<file path="src/rtl/mixer_pkg.sv">
// Shared types and helpers for the layer mixer.
// Priority is lowest index first.
package mixer_pkg;

  localparam int RGB_W      = 24;
  localparam int X_W        = 10;
  localparam int Y_W        = 9;
  localparam int MAX_LAYERS = 32;

  typedef enum logic [1:0] {
    IDLE,
    ARMED,
    REPORT
  } probe_state_t;

  function automatic logic [4:0] prio_index(
    input logic [MAX_LAYERS-1:0] mask
  );
    prio_index = '0;
    for (int i = MAX_LAYERS - 1; i >= 0; i--)
      if (mask[i]) prio_index = 5'(i);
  endfunction

endpackage

</file>
<file path="src/rtl/hit_probe.sv">
// Shot probe: latches a target pixel, watches the scan for it
// and reports which enabled layers were drawn there.
module hit_probe
  import mixer_pkg::*;
#(
  parameter int NUM_LAYERS     = 4,
  parameter int WIDTH          = 640,
  parameter int HEIGHT         = 480,
  parameter int TIMEOUT_FRAMES = 2,
  parameter int LW             = 2
) (
  input  logic                  clk,
  input  logic                  reset_n,
  input  logic [NUM_LAYERS-1:0] eff,
  input  logic [X_W-1:0]        x,
  input  logic [Y_W-1:0]        y,
  input  logic                  shot,
  input  logic [X_W-1:0]        shoot_x,
  input  logic [Y_W-1:0]        shoot_y,
  output logic                  busy,
  output logic                  hit_valid,
  output logic [NUM_LAYERS-1:0] hit_mask,
  output logic [LW-1:0]         hit_layer,
  output logic                  miss
);

  localparam int CW = $clog2(TIMEOUT_FRAMES + 1);

  probe_state_t          r_state;
  logic [X_W-1:0]        r_sx;
  logic [Y_W-1:0]        r_sy;
  logic [CW-1:0]         r_frames;
  logic                  r_at0;
  logic [NUM_LAYERS-1:0] r_mask;
  logic [LW-1:0]         r_layer;
  logic                  r_miss;

  logic                  w_at0;
  logic                  w_fs;
  logic                  w_oob;
  logic                  w_match;
  logic                  w_tout;
  logic                  w_done;
  logic                  w_miss;
  logic [NUM_LAYERS-1:0] w_cap;

  assign w_at0   = (x == '0) && (y == '0);
  assign w_fs    = w_at0 && !r_at0;
  assign w_match = (x == r_sx) && (y == r_sy);
  assign w_tout  = r_frames == CW'(TIMEOUT_FRAMES - 1);
  assign w_oob   = (32'(r_sx) >= 32'(WIDTH))
                || (32'(r_sy) >= 32'(HEIGHT));

  // The scan passes through blanking columns, so an off-screen
  // target must be rejected before it can ever "match".
  always_comb begin
    w_done = 1'b0;
    w_miss = 1'b0;
    w_cap  = '0;
    if (r_state == ARMED) begin
      if (w_oob) begin
        w_done = 1'b1;
        w_miss = 1'b1;
      end else if (w_match) begin
        w_done = 1'b1;
        w_cap  = eff;
      end else if (w_fs && w_tout) begin
        w_done = 1'b1;
        w_miss = 1'b1;
      end
    end
  end

  always_ff @(posedge clk or negedge reset_n) begin
    if (!reset_n) begin
      r_state  <= IDLE;
      r_sx     <= '0;
      r_sy     <= '0;
      r_frames <= '0;
      r_at0    <= 1'b0;
      r_mask   <= '0;
      r_layer  <= '0;
      r_miss   <= 1'b0;
    end else begin
      r_at0 <= w_at0;
      unique case (r_state)
        IDLE: begin
          if (shot) begin
            r_sx     <= shoot_x;
            r_sy     <= shoot_y;
            r_frames <= '0;
            r_state  <= ARMED;
          end
        end
        ARMED: begin
          if (w_done) begin
            r_state <= REPORT;
            r_mask  <= w_cap;
            r_miss  <= w_miss;
            r_layer <= LW'(prio_index(MAX_LAYERS'(w_cap)));
          end else if (w_fs) begin
            r_frames <= r_frames + CW'(1);
          end
        end
        REPORT:  r_state <= IDLE;
        default: r_state <= IDLE;
      endcase
    end
  end

  assign busy      = r_state != IDLE;
  assign hit_valid = r_state == REPORT;
  assign hit_mask  = r_mask;
  assign hit_layer = r_layer;
  assign miss      = r_miss;

endmodule

</file>
<file path="src/rtl/layer_mixer.sv">
// Fixed-priority layer compositor with registered RGB output
// and a shot hit-probe sampling the same effective flags.
module layer_mixer
  import mixer_pkg::*;
#(
  parameter int              NUM_LAYERS     = 4,
  parameter int              WIDTH          = 640,
  parameter int              HEIGHT         = 480,
  parameter logic [RGB_W-1:0] BG_RGB        = 24'h000000,
  parameter int              TIMEOUT_FRAMES = 2,
  localparam int             LW = (NUM_LAYERS > 1)
                                ? $clog2(NUM_LAYERS) : 1
) (
  input  logic                             clk,
  input  logic                             reset_n,
  input  logic [X_W-1:0]                   x,
  input  logic [Y_W-1:0]                   y,
  input  logic [NUM_LAYERS-1:0]            layer_render,
  input  logic [NUM_LAYERS-1:0]            layer_en,
  input  logic [NUM_LAYERS-1:0][RGB_W-1:0] layer_rgb,
  input  logic                             shot,
  input  logic [X_W-1:0]                   shoot_x,
  input  logic [Y_W-1:0]                   shoot_y,
  output logic [7:0]                       r,
  output logic [7:0]                       g,
  output logic [7:0]                       b,
  output logic                             busy,
  output logic                             hit_valid,
  output logic [NUM_LAYERS-1:0]            hit_mask,
  output logic [LW-1:0]                    hit_layer,
  output logic                             miss
);

  logic [NUM_LAYERS-1:0] w_eff;
  logic [LW-1:0]         w_idx;
  logic [RGB_W-1:0]      w_rgb;
  logic [RGB_W-1:0]      r_rgb;

  assign w_eff = layer_render & layer_en;
  assign w_idx = LW'(prio_index(MAX_LAYERS'(w_eff)));
  assign w_rgb = (|w_eff) ? layer_rgb[w_idx] : BG_RGB;

  always_ff @(posedge clk or negedge reset_n) begin
    if (!reset_n) r_rgb <= '0;
    else          r_rgb <= w_rgb;
  end

  assign r = r_rgb[23:16];
  assign g = r_rgb[15:8];
  assign b = r_rgb[7:0];

  hit_probe #(
    .NUM_LAYERS     (NUM_LAYERS),
    .WIDTH          (WIDTH),
    .HEIGHT         (HEIGHT),
    .TIMEOUT_FRAMES (TIMEOUT_FRAMES),
    .LW             (LW)
  ) u_probe (
    .clk       (clk),
    .reset_n   (reset_n),
    .eff       (w_eff),
    .x         (x),
    .y         (y),
    .shot      (shot),
    .shoot_x   (shoot_x),
    .shoot_y   (shoot_y),
    .busy      (busy),
    .hit_valid (hit_valid),
    .hit_mask  (hit_mask),
    .hit_layer (hit_layer),
    .miss      (miss)
  );

endmodule

</file>
<file path="config.mk">
export PLATFORM = sky130hd
export DESIGN_NAME = layer_mixer
export DESIGN_NICKNAME = d
export VERILOG_FILES = /design/src/rtl/mixer_pkg.sv /design/src/rtl/hit_probe.sv /design/src/rtl/layer_mixer.sv
export SDC_FILE = /design/constraint.sdc
export NUM_CORES = 1
export LEC_CHECK = 0
export ABC_CLOCK_PERIOD_IN_PS = 1900
export BUFFER_PORTS_ARGS = -buffer_cell sky130_fd_sc_hd__buf_2
export CAP_MARGIN = 20
export CORE_MARGIN = 2
export CORE_UTILIZATION = 43
export DETAILED_ROUTE_END_ITERATION = 12
export HOLD_SLACK_MARGIN = 0.12
export PLACE_DENSITY = 0.77
export SLEW_MARGIN = 20
export SYNTH_ARGS = -nofsm -noshare
export SYNTH_HDL_FRONTEND = slang
export SYNTH_SLANG_ARGS = --single-unit
export TNS_END_PERCENT = 100
</file>
<file path="constraint.sdc">
create_clock -name clk -period 1.9 [get_ports clk]
set_input_delay 0.475 -clock clk [delete_from_list [all_inputs] [get_ports clk]]
set_output_delay 0.475 -clock clk [all_outputs]
set_load 0.005 [all_outputs]
</file>
[Word level (Yosys, flattened, before mapping)]
Index checks and enable logic that the tools add are counted.
Word-level totals
  flip-flop bits (word level): 55
  latch bits: 0
  memory bits (writable): 0
  memory bits (read-only): 0
  bits of input ports: 145
  output and inout port bits: 33
  memories kept: 0
Operators by class
  $add $sub $neg: 1
  multipliers: 0
  divide/modulo/power cells: 0
  order comparisons: 3
  equal/unequal tests: 9
  shift-type cells: 0
  multiplexer cells: 27
  bitwise logic cells: 1
  reductions and logical operators: 16
Operators by type and width (number)
  $bmux W24 S2: 1
  $mux W24: 2
  $mux W2: 13
  $mux W4: 3
  $eq A10 B10 Y1: 1
  $ge A10 B10 Y1 const B: 1
  $logic_not A10 Y1: 1
  $eq A9 B9 Y1: 1
  $ge A9 B9 Y1 const B: 1
  $logic_not A9 Y1: 1
  $pmux W2 S2: 2
  $mux W1: 6
  $reduce_and A2 Y1: 3
  $and A4 B4 Y4: 1
  $eq A2 B1 Y1 const B: 2
  $logic_and A1 B1 Y1: 4
  $ne A2 B1 Y1 const B: 2
  $ne A2 B2 Y1 const B: 2
  $reduce_and A4 Y1: 1
  $reduce_bool A2 Y1: 2
  $reduce_or A4 Y1: 1
  $lt A2 B3 Y1 const B: 1
  $add A2 B1 Y2 const B: 1
  $eq A2 B2 Y1 const B: 1
  other kinds (3): 3

[Depth between registers and ports, before layout]
Gate-level depths: netlist (run 1).
  depth after elaboration: 10
  gate-level depth with buffers: 6

[By module]
Synthesis (run 1) repeated with hierarchy kept, for this count alone.
Second synthesis, totals
  cell total of the unflattened synthesis: 302
  area total of the unflattened synthesis: 3185.6 µm²
By module, submodules not included
  layer_mixer: times used 1, cells each 176, area each 1645.3 µm², sequential area each 600.6 µm²
  hit_probe: times used 1, cells each 126, area each 1540.2 µm², sequential area each 775.7 µm²

[Worst setup path before layout (run 1)]
No wires, ideal clock.
  kind: input to register
  from: input port y[6]
  to: register u_probe.r_layer[1] (netlist: u_probe.hit_layer[1])
  library setup time: 0.087 ns
  data arrival time: 1.696 ns
  data required time: 1.813 ns
  slack: 0.117 ns
  stages: 5
  buffers on the path: 0
  cell sequence: xor2_1 > nor4_2 > nand4_2 > or4_1 > o211ai_1
Between the ends
  longest elaborated chain between the ends: 9
  elaborated cells between the ends (all ways): 18
  classes of those cells: eq/ne: 1; mux: 11; reduce/logical: 6
Ends and longest elaborated chain
  start, declared: RTL line layer_mixer.sv:17  | input logic [Y_W-1:0] y,
  $eq A9 B9 Y1 / $logic_not A9 Y1 (equally long branches): RTL line hit_probe.sv:49, hit_probe.sv:47
  $logic_and A1 B1 Y1 (on tied branches): RTL line hit_probe.sv:49, hit_probe.sv:47
  $mux W4 / $logic_and A1 B1 Y1 (equally long branches): RTL line hit_probe.sv:64, hit_probe.sv:48
  $mux W4 / $logic_and A1 B1 Y1 (equally long branches): RTL line hit_probe.sv:61, hit_probe.sv:67
  $mux W4 / $mux W1 (equally long branches): RTL line hit_probe.sv:60, hit_probe.sv:67
  $mux W2 / $mux W1 (equally long branches): RTL line mixer_pkg.sv:21, hit_probe.sv:64
  $mux W2 / $mux W1 (equally long branches): RTL line mixer_pkg.sv:21, hit_probe.sv:61
  $mux W2 / $mux W1 (equally long branches): RTL line mixer_pkg.sv:21, hit_probe.sv:60
  $mux W2 / $reduce_and A2 Y1 (equally long branches)
  end signal, assigned: RTL line hit_probe.sv:100  | r_layer <= LW'(prio_index(MAX_LAYERS'(w_cap)));
  end, declared: RTL line hit_probe.sv:35  | logic [LW-1:0] r_layer;
Several ways; a longest one is shown, not always the timed one.
A chain may end at the register's enable or synchronous reset.

[Worst setup path after layout (run 1)]
  from: register u_probe.r_sy[4]
  to: register u_probe.r_layer[1] (netlist: u_probe.hit_layer[1])
Between the ends
  longest elaborated chain between the ends: 9
  elaborated cells between the ends (all ways): 15
  classes of those cells: order compare: 1; eq/ne: 1; mux: 10; reduce/logical: 3
Ends and longest elaborated chain
  start, declared: RTL line hit_probe.sv:31  | logic [Y_W-1:0] r_sy;
  start signal, assigned: RTL line hit_probe.sv:90  | r_sy <= shoot_y;
  branches (longest 9 deep; another with $ge A9 B9 Y1)
Parallel ways; which one is timed is not known.

==> flow_summary.rst, run 1 <==
.. list-table::
   :header-rows: 1

   * - Metric
     - Value
   * - Flops & latches, synth
     - 55
   * - Initial antenna violation count
     - 0
   * - Average wire per standard cell
     - 15.3 um
   * - Total of warnings raised by yosys
     - 0
   * - Hold Path Class
     - in -> async
   * - Iteration-0 DRC Markers
     - 164
   * - Crit path capture type
     - register
   * - R2R Path Start
     - u_probe.r_sy[4]
   * - Required time of the critical path
     - 2130 ps
   * - Commonest cells in the synthesized netlist
     - nand2_1 (76), dfrtp_1 (55), mux2i_1 (26), o21ai_0 (26), a22oi_1 (24)
   * - Distinct cell type count after synthesis
     - 34
   * - Maximum fanout along the worst path
     - 6
   * - Finish-stage setup viols
     - 0
   * - Clock transition at the registers of the reported paths
     - 110 ps
   * - Final setup TNS
     - 0 ps
   * - Overall track demand over capacity in global routing
     - 23.3%
   * - Drt total wl
     - 8.61 mm
   * - Remaining antenna violation count after routing
     - 0
   * - Final antenna diode count
     - 0
   * - Clk Latency, worst-skew pair
     - 300 ps
   * - Fraction of layout cells with a size suffix above 1
     - 43.9%
   * - Placed cells
     - 554
   * - EDFF count, synth
     - 0
   * - CP startpoint kind
     - register
   * - Ratio of final minimum period to clock period
     - 99.4%
   * - Worst slack at placement
     - -181 ps
   * - Final max-slew violation count
     - 0
   * - CTS buffer count
     - 5
   * - Result of the run
     - completed
   * - Total placed instance area
     - 3950 um^2
   * - I/O Pins
     - 178
   * - R2R Setup Slk
     - 10 ps
   * - Clk sinks
     - 55
   * - Sequential cell area fraction in the yosys report
     - 48.5%
   * - Syn nets
     - 441
   * - Final worst clock skew
     - 11.2 ps
   * - Number of cells in the finished layout apart from fillers
     - 564
   * - F_max
     - 529 MHz
   * - Count of cells resized by post-cts repair
     - 0
   * - Final setup margin
     - 11.2 ps
   * - Final Hold Violating Endpoints
     - 0
   * - Synth area leaders
     - dfrtp_1 (48%), nand2_1 (10%), mux2i_1 (9.2%), a22oi_1 (6.3%), xor2_1 (4.9%)
   * - TritonCTS clock tree
     - yes
   * - First drt pass iteration count
     - 4
   * - Leakage component of the power
     - 2.23 nW
   * - Largest voltage drop on the vdd net
     - 0.563 mV
   * - Mapped cell area
     - 2840 um^2
   * - Unrepaired setup endpoints after global routing
     - yes
   * - Type of the worst setup path
     - reg -> reg
   * - Placeable core region
     - 6390 um^2
   * - Power Dens Cells
     - 987 nW/um^2
   * - Per-instance average area after synthesis
     - 9.63 um^2
   * - Via count of the routed design
     - 2894
   * - Tightest slew margin relative to the limit
     - 74.1%
   * - Number of instances in the synthesized netlist
     - 295
   * - Per-cell via count in the routed design
     - 5.13
   * - Area overhead of the layout relative to synthesis
     - 43.0%
   * - Final-layout worst hold slack
     - 145 ps
   * - Quantity of I/O buffers inserted on ports
     - 177
   * - Most frequent cell after synthesis
     - nand2_1
   * - Maximum number of pins on one net before global-route repair
     - 56
   * - Yosys top cell area share
     - 48.5%
   * - Starting density of the core
     - 44.5%
   * - Level count of the clock H-tree
     - 2
   * - Die span in x
     - 85.3 um
   * - Share of flip-flops with an asynchronous set or reset
     - 100%
   * - MaxCap Viol Count
     - 0
   * - Total number of nets in the final design
     - 632
   * - GPL Wtd Cong
     - 0.927
   * - CTS max path bufs
     - 2
   * - Die footprint
     - 7270 um^2
   * - Arrival time reported for the critical path endpoint
     - 2120 ps
   * - Via count of the first global-routing pass
     - 2901
   * - Estimated wirelength of the detail-placed design
     - 6.75 mm
   * - Cell type with the largest total area after synthesis
     - dfrtp_1
   * - Number of standard-cell rows in the floorplan
     - 29
   * - Final standard cell area without fillers
     - 4060 um^2
   * - Dominant register cell in the synthesized netlist
     - dfrtp_1
   * - Aggregate global routing overflow
     - 0
   * - Slew at the pin closest to its max-slew limit
     - 385 ps
   * - Vertical extent of the die
     - 85.3 um
   * - Detailed-route DRC error count
     - 0
   * - CTS root buf
     - clkbuf_8
   * - First-pass GRT wire length
     - 13.6 mm
   * - Critical register-to-register path endpoint
     - u_probe.hit_layer[1]
   * - Shortest clock period the worst path allows after layout
     - 1890 ps
   * - Depth of the worst register-to-register path
     - 5
-- report_power, final --
| group | total (mW) | leakage [nW] | switching (mW) | internal (mW) |
|---|---|---|---|---|
| registers | 1.74 | 0.677 | 0.241 | 1.50 |
| logic | 1.59 | 1.51 | 0.828 | 0.760 |
| clock network | 0.682 | 0.0474 | 0.383 | 0.299 |
| total | 4.01 | 2.23 | 1.45 | 2.55 |
-- flip-flops by register name, summed over array words and instances, names as in the netlist --
name / flops
r_rgb: 24
u_probe.hit_layer: 2
u_probe.hit_mask: 4
u_probe.miss: 1
u_probe.r_at0: 1
u_probe.r_frames: 2
u_probe.r_state: 2
u_probe.r_sx: 10
u_probe.r_sy: 9
-- cell type report --
type,count,area (um^2)
Fill cell,556,2330
Tap cell,77,96.3
Sequential cell,55,1380
Multi-Input combinational cell,223,1410
Clock buffer,6,82.6
Timing Repair Buffer,199,1080
Clock inverter,2,16.3
Inverter,2,7.51
-- routing by layer --
layer	up-vias	global-route usage, %	part of all wire [%]
li1	1430	-	-
met3	14	3.79	4.2
met1	1363	29.4	41
met5	-	0	0
met4	0	7.50	2.0
met2	87	40.7	53
-- worst max-delay path, cell delays in order, from the launching register on --
cell and delay (ps):
dfrtp_1 430, xor2_1 180, nor4_2 330, nand4_2 260
or4_1 530, o211ai_1 100
-- cell families (layout without fill, tap and decap cells) --
| group | Yosys count | after routing | share of synthesized area [%] |
|---|---|---|---|
| AOI/OAI and AO/OA | 63 | 63 | 14.3 |
| adders and majority gates | 1 | 1 | 0.440 |
| and+or+nand+nor | 114 | 114 | 19.4 |
| xor gates and xnor gates | 19 | 19 | 5.86 |
| DFF | 55 | 55 | 48.5 |
| muxes | 26 | 26 | 9.16 |
| buffers and inverters | 17 | 209 | 2.34 |
-- worst max-delay path by stage --
stage                      endpoint       startpoint
2_1_floorplan  u_probe.hit_layer[1]             y[6]
3_3_place_gp   u_probe.hit_layer[1]             y[8]
3_5_place_dp    u_probe.hit_mask[3]             y[8]
4_1_cts        u_probe.hit_layer[1]  u_probe.r_sy[1]
5_1_grt         u_probe.r_frames[1]  u_probe.r_sy[8]
6_report       u_probe.hit_layer[1]  u_probe.r_sy[4]
-- metrics by stage --
step                      util, %  power (mW)
final                        63.6        4.01
after global routing         63.6        4.33
after CTS                    63.3        4.01
after detailed placement     61.8        3.32
after global placement       61.8        3.26
after floorplan                 -        2.60
-- placed cells by master, fill, tap and decap left out, types with 4 or more instances in the layout --
cell type  Yosys  routed
a22oi_1       24      24
and2_1         5       5
buf_2          2     177
buf_4          0      20
clkbuf_8       0       6
dfrtp_1       55      55
mux2i_1       26      26
nand2_1       76      76
nor2_1         4       4
nor4_1         5       5
nor4_2         4       4
o211ai_1       6       6
o21ai_0       26      26
xor2_1        16      16
-- repair_timing --
action                     4_1_cts  5_1_grt
hold buffers                     0        0
setup endpoints to repair        2        8
buffers inserted                 0        2
pin swaps                        4        8
Power figures use the tool's default switching activity.
==> run 2, diff against run 1 <==
ABC_AREA = 1   (was unset)
CORE_UTILIZATION = 46   (was 43)
==> flow_summary.rst, run 2 <==
.. list-table::
   :header-rows: 1

   * - Metric
     - Value
   * - Arrival time reported for the critical path endpoint
     - 1840 ps
   * - Placeable core region
     - 7330 um^2
   * - Synth area leaders
     - dfrtp_1 (39%), nor2_1 (13%), nand2_1 (12%), a21oi_1 (5.8%), inv_1 (4.8%)
   * - Leakage component of the power
     - 2.56 nW
   * - Flops & latches, synth
     - 55
   * - Type of the worst setup path
     - reg -> reg
   * - Quantity of I/O buffers inserted on ports
     - 177
   * - Largest stage delay on the critical path
     - 430 ps
   * - CP startpoint kind
     - register
   * - I/O Pins
     - 178
   * - EDFF count, synth
     - 0
   * - Placed cells
     - 782
   * - Total placed instance area
     - 4490 um^2
   * - Total of fill cells in the finished design
     - 694
   * - Remaining antenna violation count after routing
     - 0
   * - Tightest slew margin relative to the limit
     - 69.6%
   * - Average wire per standard cell
     - 12.6 um
   * - Shortest clock period the worst path allows after layout
     - 1640 ps
   * - Postcts setup bufs
     - 0
   * - Die footprint
     - 8340 um^2
   * - CP top delay family
     - simple AND/OR/NAND/NOR gates
   * - Distinct cell type count after synthesis
     - 30
   * - MaxCap Viol Count
     - 0
   * - Per-cell via count in the routed design
     - 4.79
   * - Initial antenna violation count
     - 0
   * - Crit path capture type
     - register
   * - Number of cells in the finished layout apart from fillers
     - 790
   * - Fraction of layout cells with a size suffix above 1
     - 34.3%
   * - Largest voltage drop on the vdd net
     - 0.366 mV
   * - Final setup TNS
     - 0 ps
   * - Overall track demand over capacity in global routing
     - 23.4%
   * - Count of cells resized by post-cts repair
     - 0
   * - Via count of the first global-routing pass
     - 3591
   * - Die span in x
     - 91.3 um
   * - CTS root buf
     - clkbuf_8
   * - Ratio of final minimum period to clock period
     - 86.5%
   * - CTS buffer count
     - 5
   * - Clk sinks
     - 55
   * - Total of warnings raised by yosys
     - 0
   * - Required time of the critical path
     - 2100 ps
   * - Result of the run
     - completed
   * - Detailed-route DRC error count
     - 0
   * - Commonest cells in the synthesized netlist
     - nor2_1 (126), nand2_1 (114), dfrtp_1 (55), inv_1 (45), a21oi_1 (41)
   * - Hold Path Class
     - in -> async
   * - Final-layout worst hold slack
     - 147 ps
   * - Vertical extent of the die
     - 91.3 um
   * - Final Hold Violating Endpoints
     - 0
   * - Largest registers
     - r_rgb: 24 flops, u_probe.r_sx: 10 flops, u_probe.r_sy: 9 flops
   * - F_max
     - 608 MHz
   * - Most common cell after layout, fill and taps aside
     - buf_2
   * - Unrepaired setup endpoints after global routing
     - no
   * - Number of standard-cell rows in the floorplan
     - 31
   * - Area overhead of the layout relative to synthesis
     - 31.4%
   * - Final antenna diode count
     - 0
   * - Share of flip-flops with an asynchronous set or reset
     - 100%
   * - Final max-slew violation count
     - 0
   * - Level count of the clock H-tree
     - 2
   * - Highest-count cells in the layout ignoring fill and taps
     - buf_2 (177), nor2_1 (125), nand2_1 (114), dfrtp_1 (55), inv_1 (45)
   * - Number of instances in the synthesized netlist
     - 517
   * - Worst Path Buf+Inv
     - 1
   * - Slew at the pin closest to its max-slew limit
     - 455 ps
   * - Per-instance average area after synthesis
     - 6.79 um^2
   * - Met3 WL
     - 598 um
   * - Yosys top cell area share
     - 39.2%
   * - Most frequent cell after synthesis
     - nor2_1
   * - Clock transition at the registers of the reported paths
     - 100 ps
   * - Estimated wirelength of the detail-placed design
     - 7.76 mm
   * - Cts-stage hold buffer count
     - 0
   * - Crit path max-delay cell type
     - dfrtp_1
   * - Maximum fanout along the worst path
     - 10
   * - Dominant register cell in the synthesized netlist
     - dfrtp_1
   * - Sequential cell area fraction in the yosys report
     - 39.2%
   * - Starting density of the core
     - 47.9%
   * - Final standard cell area without fillers
     - 4610 um^2
   * - Via count of the routed design
     - 3782
   * - Most flop-heavy register
     - r_rgb
   * - Syn nets
     - 663
   * - Maximum number of pins on one net before global-route repair
     - 56
   * - Drt total wl
     - 9.94 mm
   * - Iteration-0 DRC Markers
     - 87
   * - Finish-stage setup viols
     - 0
   * - Power Dens Cells
     - 939 nW/um^2
   * - Cell type with the largest total area after synthesis
     - dfrtp_1
   * - Highest routing layer actually used
     - met4
   * - GPL Wtd Cong
     - 0.879
   * - Cells along the critical path
     - o21ai_0 > nand2_1 > inv_1 > nand3_2 > nand2_4 > nand2_2 > nand2_1 > nand2_1
   * - Final worst clock skew
     - 12.6 ps
   * - Detail Route met2 WL
     - 5.08 mm
   * - CTS max path bufs
     - 2
   * - Max FFs per register
     - 24
   * - Total number of nets in the final design
     - 836
   * - TritonCTS clock tree
     - yes
   * - Cell repeated most along the worst path
     - nand2_1
   * - Aggregate global routing overflow
     - 0
   * - Mapped cell area
     - 3510 um^2
   * - First-pass GRT wire length
     - 16.0 mm
   * - Met1 layer wirelength in the final routing
     - 4.13 mm
   * - First drt pass iteration count
     - 4
   * - Clk Latency, worst-skew pair
     - 310 ps
run 2: changes by cell type in the layout (fill, tap and decap cells not counted), moves of 22 or more:
cell     before  now
a22oi_1      24    0
mux2i_1      26    0
o21ai_1       0   22
nor2_2        0   23
a21oi_1       3   41
inv_1         2   45
nor2_1        4  125
nand2_1      76  114
run 2: power by group:
part | internal, mW | total [mW] | switching (mW)
Combinational | 0.712 | 1.81 | 1.10
Sequential | 1.49 | 1.68 | 0.191
Clock | 0.435 | 0.843 | 0.408
Total | 2.63 | 4.33 | 1.70
run 2: path summary, 6_finish.rpt:
path,cells past startpoint,startpoint,slack [ps],endpoint
worst max-delay path,8,u_probe.r_sx[7],260,u_probe.r_frames[1]
max in group asynchronous,2,reset_n,1480,u_probe.r_frames[0]
min in group clk,3,shoot_x[6],410,u_probe.r_sx[6]
worst min-delay path,2,reset_n,150,u_probe.r_sx[9]
worst min register to register,2,u_probe.hit_mask[2],490,u_probe.hit_mask[2]
worst max register to register,8,u_probe.r_sx[7],260,u_probe.r_frames[1]
run 2: cell type report:
class                      instances  area [um^2]  share of cell area [%]
multi-input combinational        394         1820                    39.4
sequential                        55         1380                    29.8
timing repair buffer             186          991                    21.5
inverter                          48          181                    3.93
tap                               99          124                    2.69
clock buffer                       6         82.6                    1.79
clock inverter                     2         38.8                   0.841
run 2: cells by family after synthesis:
logic type      after synthesis  share of synthesized area (%)
mux                           2                          0.642
fa+ha+maj                     1                          0.356
xor+xnor                      3                          0.749
flops                        55                           39.2
buf+inv                      68                           9.05
simple gates                294                           36.3
compound gates               94                           13.7
run 2: stage by stage:
stage / setup WS [ps] / util, % / power, mW
floorplan: 442 / - / 2.91
global placement: 138 / 61.3 / 3.45
detailed placement: 108 / 61.3 / 3.51
CTS: 267 / 62.9 / 4.36
global route: 169 / 62.9 / 4.69
finish: 256 / 62.9 / 4.33
run 2: worst register-to-register path: stages, from the launching register on:
cell	delay (ps)
dfrtp_1	430
o21ai_0	300
nand2_1	210
inv_1	180
nand3_2	120
nand2_4	130
nand2_2	70
nand2_1	60
nand2_1	50
run 2: routing by layer:
metal / track usage, % / vias up
li1: - / 1959
met1: 28.3 / 1680
met2: 42.7 / 131
met3: 4.48 / 12
met4: 5.93 / 0
met5: 0 / -
